--- config.mk ---
export PLATFORM = sky130hd
export DESIGN_NAME = perceptron_trainable
export DESIGN_NICKNAME = d
export VERILOG_FILES = /design/src/rtl/perceptron_trainable.sv
export SDC_FILE = /design/constraint.sdc
export NUM_CORES = 1
export LEC_CHECK = 0
export ABC_AREA = 1
export CAP_MARGIN = 20
export CORE_ASPECT_RATIO = 0.7
export CORE_MARGIN = 2
export CORE_UTILIZATION = 55
export CTS_CLUSTER_DIAMETER = 60
export DETAILED_ROUTE_END_ITERATION = 7
export MAX_ROUTING_LAYER = met4
export PLACE_DENSITY = 0.87
export RECOVER_POWER = 50
export SYNTH_ARGS = -nofsm -noshare
export SYNTH_HDL_FRONTEND = slang
export SYNTH_SLANG_ARGS = --single-unit
--- constraint.sdc ---
create_clock -name clk -period 3.94 [get_ports clk]
set_input_delay 0.788 -clock clk [delete_from_list [all_inputs] [get_ports clk]]
set_output_delay 0.788 -clock clk [all_outputs]
set_load 0.01 [all_outputs]
--- src/rtl/perceptron_trainable.sv ---
// Trainable single-layer perceptron: N_IN binary features, signed saturating weights and a bias.
// One shared adder serves inference (MAC) and training; PERCEPTRON_WLOAD_EN adds a weight load port.
module perceptron_trainable #(
  parameter int N_IN   = 16,
  parameter int W_W    = 8,
  parameter int LR     = 1,
  parameter int INIT_W = 0,
  localparam int IDX_W = $clog2(N_IN + 1),
  localparam int ACC_W = W_W + $clog2(N_IN + 1) + 1
) (
  input  logic                    clk,
  input  logic                    rst_n,
  input  logic                    start,
  input  logic                    train,
  input  logic [N_IN-1:0]         x,
  input  logic                    label,
`ifdef PERCEPTRON_WLOAD_EN
  input  logic                    wl_en,
  input  logic [IDX_W-1:0]        wl_addr,
  input  logic signed [W_W-1:0]   wl_data,
`endif
  output logic                    busy,
  output logic                    done,
  output logic                    classification,
  output logic signed [ACC_W-1:0] sum,
  output logic                    updated
);

  typedef enum logic [2:0] {IDLE, ACCUM, DECIDE, UPDATE, FIN} state_t;

  localparam logic [IDX_W-1:0]        LAST_FEAT = IDX_W'(N_IN - 1);
  localparam logic [IDX_W-1:0]        BIAS_IDX  = IDX_W'(N_IN);
  localparam logic signed [ACC_W-1:0] W_MAX     = ACC_W'((1 << (W_W - 1)) - 1);
  localparam logic signed [ACC_W-1:0] W_MIN     = ACC_W'(-(1 << (W_W - 1)));
  localparam logic signed [ACC_W-1:0] LR_EXT    = ACC_W'(LR);

  state_t                  state_q, state_d;
  logic [IDX_W-1:0]        idx_q, idx_d;
  logic [N_IN-1:0]         x_q, x_d;
  logic                    train_q, train_d, label_q, label_d;
  logic                    upd_ran_q, upd_ran_d;
  logic signed [ACC_W-1:0] acc_q, acc_d, sum_q, sum_d;
  logic                    class_q, class_d, done_q, done_d, updated_q, updated_d;

  // Entry N_IN holds the bias; it behaves as a weight whose feature is always 1.
  logic signed [W_W-1:0]   w_q [N_IN+1];
  logic [N_IN:0]           w_we;
  logic signed [W_W-1:0]   w_wdata;

  logic [N_IN:0]           x_ext;
  logic                    feat;
  logic signed [ACC_W-1:0] w_sel_ext, add_a, add_b, add_y;
  logic signed [W_W-1:0]   w_sat;
  logic                    decision;

  assign x_ext     = {1'b1, x_q};
  assign feat      = x_ext[idx_q];
  assign w_sel_ext = ACC_W'(w_q[idx_q]);
  assign decision  = ~acc_q[ACC_W-1];

  always_comb begin
    if (state_q == UPDATE) begin
      add_a = w_sel_ext;
      add_b = label_q ? LR_EXT : -LR_EXT;
    end else begin
      add_a = acc_q;
      add_b = feat ? w_sel_ext : '0;
    end
  end

  assign add_y = add_a + add_b;

  always_comb begin
    if (add_y > W_MAX) begin
      w_sat = W_MAX[W_W-1:0];
    end else if (add_y < W_MIN) begin
      w_sat = W_MIN[W_W-1:0];
    end else begin
      w_sat = add_y[W_W-1:0];
    end
  end

  always_comb begin
    state_d   = state_q;
    idx_d     = idx_q;
    x_d       = x_q;
    train_d   = train_q;
    label_d   = label_q;
    upd_ran_d = upd_ran_q;
    acc_d     = acc_q;
    sum_d     = sum_q;
    class_d   = class_q;
    done_d    = 1'b0;
    updated_d = 1'b0;
    w_we      = '0;
    w_wdata   = w_sat;
    case (state_q)
      IDLE: begin
        if (start) begin
          x_d       = x;
          train_d   = train;
          label_d   = label;
          acc_d     = ACC_W'(w_q[N_IN]);
          idx_d     = '0;
          upd_ran_d = 1'b0;
          state_d   = ACCUM;
`ifdef PERCEPTRON_WLOAD_EN
        end else if (wl_en && (wl_addr <= BIAS_IDX)) begin
          w_we[wl_addr] = 1'b1;
          w_wdata       = wl_data;
`endif
        end
      end
      ACCUM: begin
        acc_d = add_y;
        idx_d = idx_q + 1'b1;
        if (idx_q == LAST_FEAT) begin
          state_d = DECIDE;
        end
      end
      DECIDE: begin
        class_d = decision;
        sum_d   = acc_q;
        idx_d   = '0;
        if (train_q && (label_q != decision)) begin
          upd_ran_d = 1'b1;
          state_d   = UPDATE;
        end else begin
          state_d = FIN;
        end
      end
      UPDATE: begin
        // Inactive features are skipped; the bias entry always sees feat=1.
        w_we[idx_q] = feat;
        idx_d       = idx_q + 1'b1;
        if (idx_q == BIAS_IDX) begin
          state_d = FIN;
        end
      end
      FIN: begin
        done_d    = 1'b1;
        updated_d = upd_ran_q;
        state_d   = IDLE;
      end
      default: state_d = IDLE;
    endcase
  end

  always_ff @(posedge clk) begin
    if (!rst_n) begin
      state_q   <= IDLE;
      idx_q     <= '0;
      x_q       <= '0;
      train_q   <= 1'b0;
      label_q   <= 1'b0;
      upd_ran_q <= 1'b0;
      acc_q     <= '0;
      sum_q     <= '0;
      class_q   <= 1'b0;
      done_q    <= 1'b0;
      updated_q <= 1'b0;
    end else begin
      state_q   <= state_d;
      idx_q     <= idx_d;
      x_q       <= x_d;
      train_q   <= train_d;
      label_q   <= label_d;
      upd_ran_q <= upd_ran_d;
      acc_q     <= acc_d;
      sum_q     <= sum_d;
      class_q   <= class_d;
      done_q    <= done_d;
      updated_q <= updated_d;
    end
  end

  for (genvar gi = 0; gi <= N_IN; gi++) begin : g_w
    always_ff @(posedge clk) begin
      if (!rst_n) begin
        w_q[gi] <= W_W'(INIT_W);
      end else if (w_we[gi]) begin
        w_q[gi] <= w_wdata;
      end
    end
  end

  assign busy           = (state_q != IDLE);
  assign done           = done_q;
  assign classification = class_q;
  assign sum            = sum_q;
  assign updated        = updated_q;

endmodule
==> reports/summary.txt <==
worst-skew pair later-pin latency: 0.46 ns
Crit Path Class: flop to flop
share of layout cells above drive strength 1: 25.7%
DRT Pass-1 Iters: 8
initial antenna violation count: 1
Non-Filler Instances: 1459
Netlist cell types: 40
post-synthesis sequential area ratio: 53.8%
routed via count: 9952
Crit-path slowest cell: dfxtp_4
Fillers: 1056
Leak Pwr: 4.97 nW
area of the multi-input gates: 0.00465 mm2
clock skew: 0.0159 ns
worst slew pin tran: 1.16 ns
first-pass GRT wire length: 48.2 mm
Longest Clk Path Bufs: 2
chip width: 165 um
Routed WL: 37.0 mm
Die Y: 116 um
DRC: 7
Overall Global Routing Usage: 34.8%
max incr delay on CP: 0.42 ns
failing checks: design-rule violations, negative setup slack
area occupied by registers: 0.00535 mm2
Hold WS: 0.453 ns
Placer Congestion: 0.928
period utilization: 115%
CP Capture Point: w_q[2][0]
top post-synthesis cells by count: 158 x a21oi_1, 150 x nand2_1, 136 x edfxtp_1
RSZ-0062 raised after global routing: yes
drt initial violations: 1801
routed vias/inst: 6.82
Mapped Nets: 1134
Area after DPL: 0.0109 mm2
TritonCTS clock tree: done
detailed placement HPWL: 19.0 mm
Peak VDD IR: 0.000513 V
final setup violation count: 137
CTS root buf: clkbuf_16
H-Tree Depth: 4
crit start category: flop
Final nets: 1249
crit-path max FO: 10
fraction of registers with async set/reset: 0%
Worst setup EP type: flop
ranking of synthesized cells by area: edfxtp_1 41%, dfxtp_1 13%, a21oi_1 8.0%, o21ai_0 6.2%, nand2_1 5.7%
wire length per cell: 25.4 um
vias in the first global route: 8864
placed cell count: 1386
hold buffers post-CTS: 0
Slew headroom: 22.9%
Core Region: 0.0179 mm2
critical path arrival: 4.71 ns
max-cap violation count: 0
starting density of the core: 55.7%
outcome: finished, violations left
post-route cell area: 0.0130 mm2
Port-buffer cells: 38
Worst R2R Setup Slack: -0.59 ns
Post-synth EDFFs: 136
Hold WC Path Type: flop to flop
Critical path buffers and inverters: 6
PD cells: 777 mW/mm2
cell depth of the worst flop-to-flop path: 26
r2r endpoint: w_q[2][0]
endpoints failing hold: 0
post-route ant nets: 0
CP required: 4.11 ns
Synth Instances: 1094
CTS buffer count: 17
top_reg_cell synth: edfxtp_1
die area: 0.0192 mm2
area growth from synthesis to layout: 30.7%
top-count cell post-synth: a21oi_1
GRT overflow: 0
Rows: 41
Largest delay share family, worst path: compound AO/OA/AOI/OAI gates
Worst-path clk slew: 0.07 ns
mean post-synth cell area: 9.08 um2
post-layout min period: 4.53 ns
Final WS setup: -0.591 ns
Max Slew Vio Count: 0
fmax: 221 MHz
post-synth top area share: 41.1%
Crit path depth: 26
Yosys reg bits: 199
most used cell, CP: nand2_1
Ports: 39
mapped cell area: 0.00994 mm2
Yosys Warn Count: 0
largest net degree at the start of global routing: 37
top cell type by total area after synthesis: edfxtp_1
CTS sink count: 199
==> timing repair <==
| action | CTS | global route |
|---|---|---|
| pin swaps | 13 | 58 |
| endpoints found under the setup margin | 136 | 136 |
| buffers inserted | 12 | 7 |
| resized for setup | 86 | 131 |
| endpoints found under the hold margin | 0 | 0 |
| gates cloned | 5 | 15 |
==> where the power goes <==
| part | internal (mW) | switching [mW] |
|---|---|---|
| Sequential | 2.38 | 0.116 |
| Clock | 1.03 | 0.850 |
| Combinational | 2.26 | 3.46 |
| Total | 5.67 | 4.43 |
==> cells by family after synthesis <==
kind of cell	synth area share, %
compound gates	18.4
xor+xnor	0.793
fa+ha+maj	2.47
buf+inv	6.94
flops	53.8
simple gates	17.6
==> flip-flops by register name, summed over array words and instances (netlist names), named ones only <==
signal / count
updated: 1
state_q: 3
x_q: 16
w_q: 136
idx_q: 5
classification: 1
acc_q: 14
train_q: 1
label_q: 1
sum: 14
done: 1
upd_ran_q: 1
==> worst register-to-register path, cell delays in order, from the launching register on <==
cell and delay (ns):
dfxtp_4 0.42, buf_12 0.17, clkbuf_16 0.18, o21ai_1 0.08
o221ai_1 0.34, nand3_1 0.16, o211ai_1 0.20, o21ai_1 0.19
o21ai_1 0.42, ha_4 0.29, nand2_1 0.06, nand2_1 0.05
nand2_1 0.10, nand2_1 0.07, nand2_1 0.08, nand3_2 0.12
a21oi_1 0.17, nor2_1 0.06, nor2_1 0.13, inv_1 0.10
nand3_4 0.12, buf_4 0.13, nand2_4 0.06, nand2_4 0.14
buf_12 0.18, clkbuf_16 0.18, a21oi_1 0.09
==> layout make-up <==
cell class              count  area share, %
clock inverters             8          0.520
multi-input cells         759           35.8
flip-flops and latches    199           41.2
diodes                      1         0.0193
repair buffers            159           13.6
well taps                 236           2.27
inverters                  73           2.24
clock buffers              24           4.36
==> how the worst min path moves through the flow <==
stage	end	slack [ns]	startpoint	cells past startpoint
6_report	x_q[1]	0.45	x_q[1]	2
5_1_grt	x_q[8]	0.47	x_q[8]	2
4_1_cts	x_q[1]	0.46	x_q[1]	2
3_5_place_dp	x_q[1]	0.44	x_q[1]	2
3_3_place_gp	x_q[7]	0.44	x_q[7]	2
2_1_floorplan	x_q[11]	0.43	x_q[11]	2
==> layout by cell type (no fill, tap or decap), types with 18 or more instances in the layout <==
master           instances
buf_4                   84
nand2_1                145
o221ai_1                18
clkbuf_16               31
a21oi_1                 92
clkdlybuf4s50_1         36
o21ai_0                 81
nand3_1                 56
inv_1                   60
a21oi_2                 58
edfxtp_1               136
o21ai_1                 31
nor2_1                 125
dfxtp_1                 62
==> metrics by stage <==
stage	util (%)	setup slack, ns	power (mW)	setup TNS, ns
4_1_cts	67.7	0.00638	8.16	0
5_1_grt	72.8	-0.682	10.2	-84.98
2_1_floorplan	-	0.108	4.67	0
3_5_place_dp	61.3	-0.256	5.42	-22.86
3_3_place_gp	61.3	-0.174	5.37	-15.55
6_report	72.8	-0.591	10.1	-70.38
==> layer usage <==
layer	vias to the layer above	track usage (%)	wire length [um]
met3	274	11.2	6230
li1	4080	-	-
met4	0	13.7	2430
met5	-	-	0
met2	1066	52.8	16000
met1	4532	43.8	12300
No activity file was read; power rests on OpenSTA's default activity.
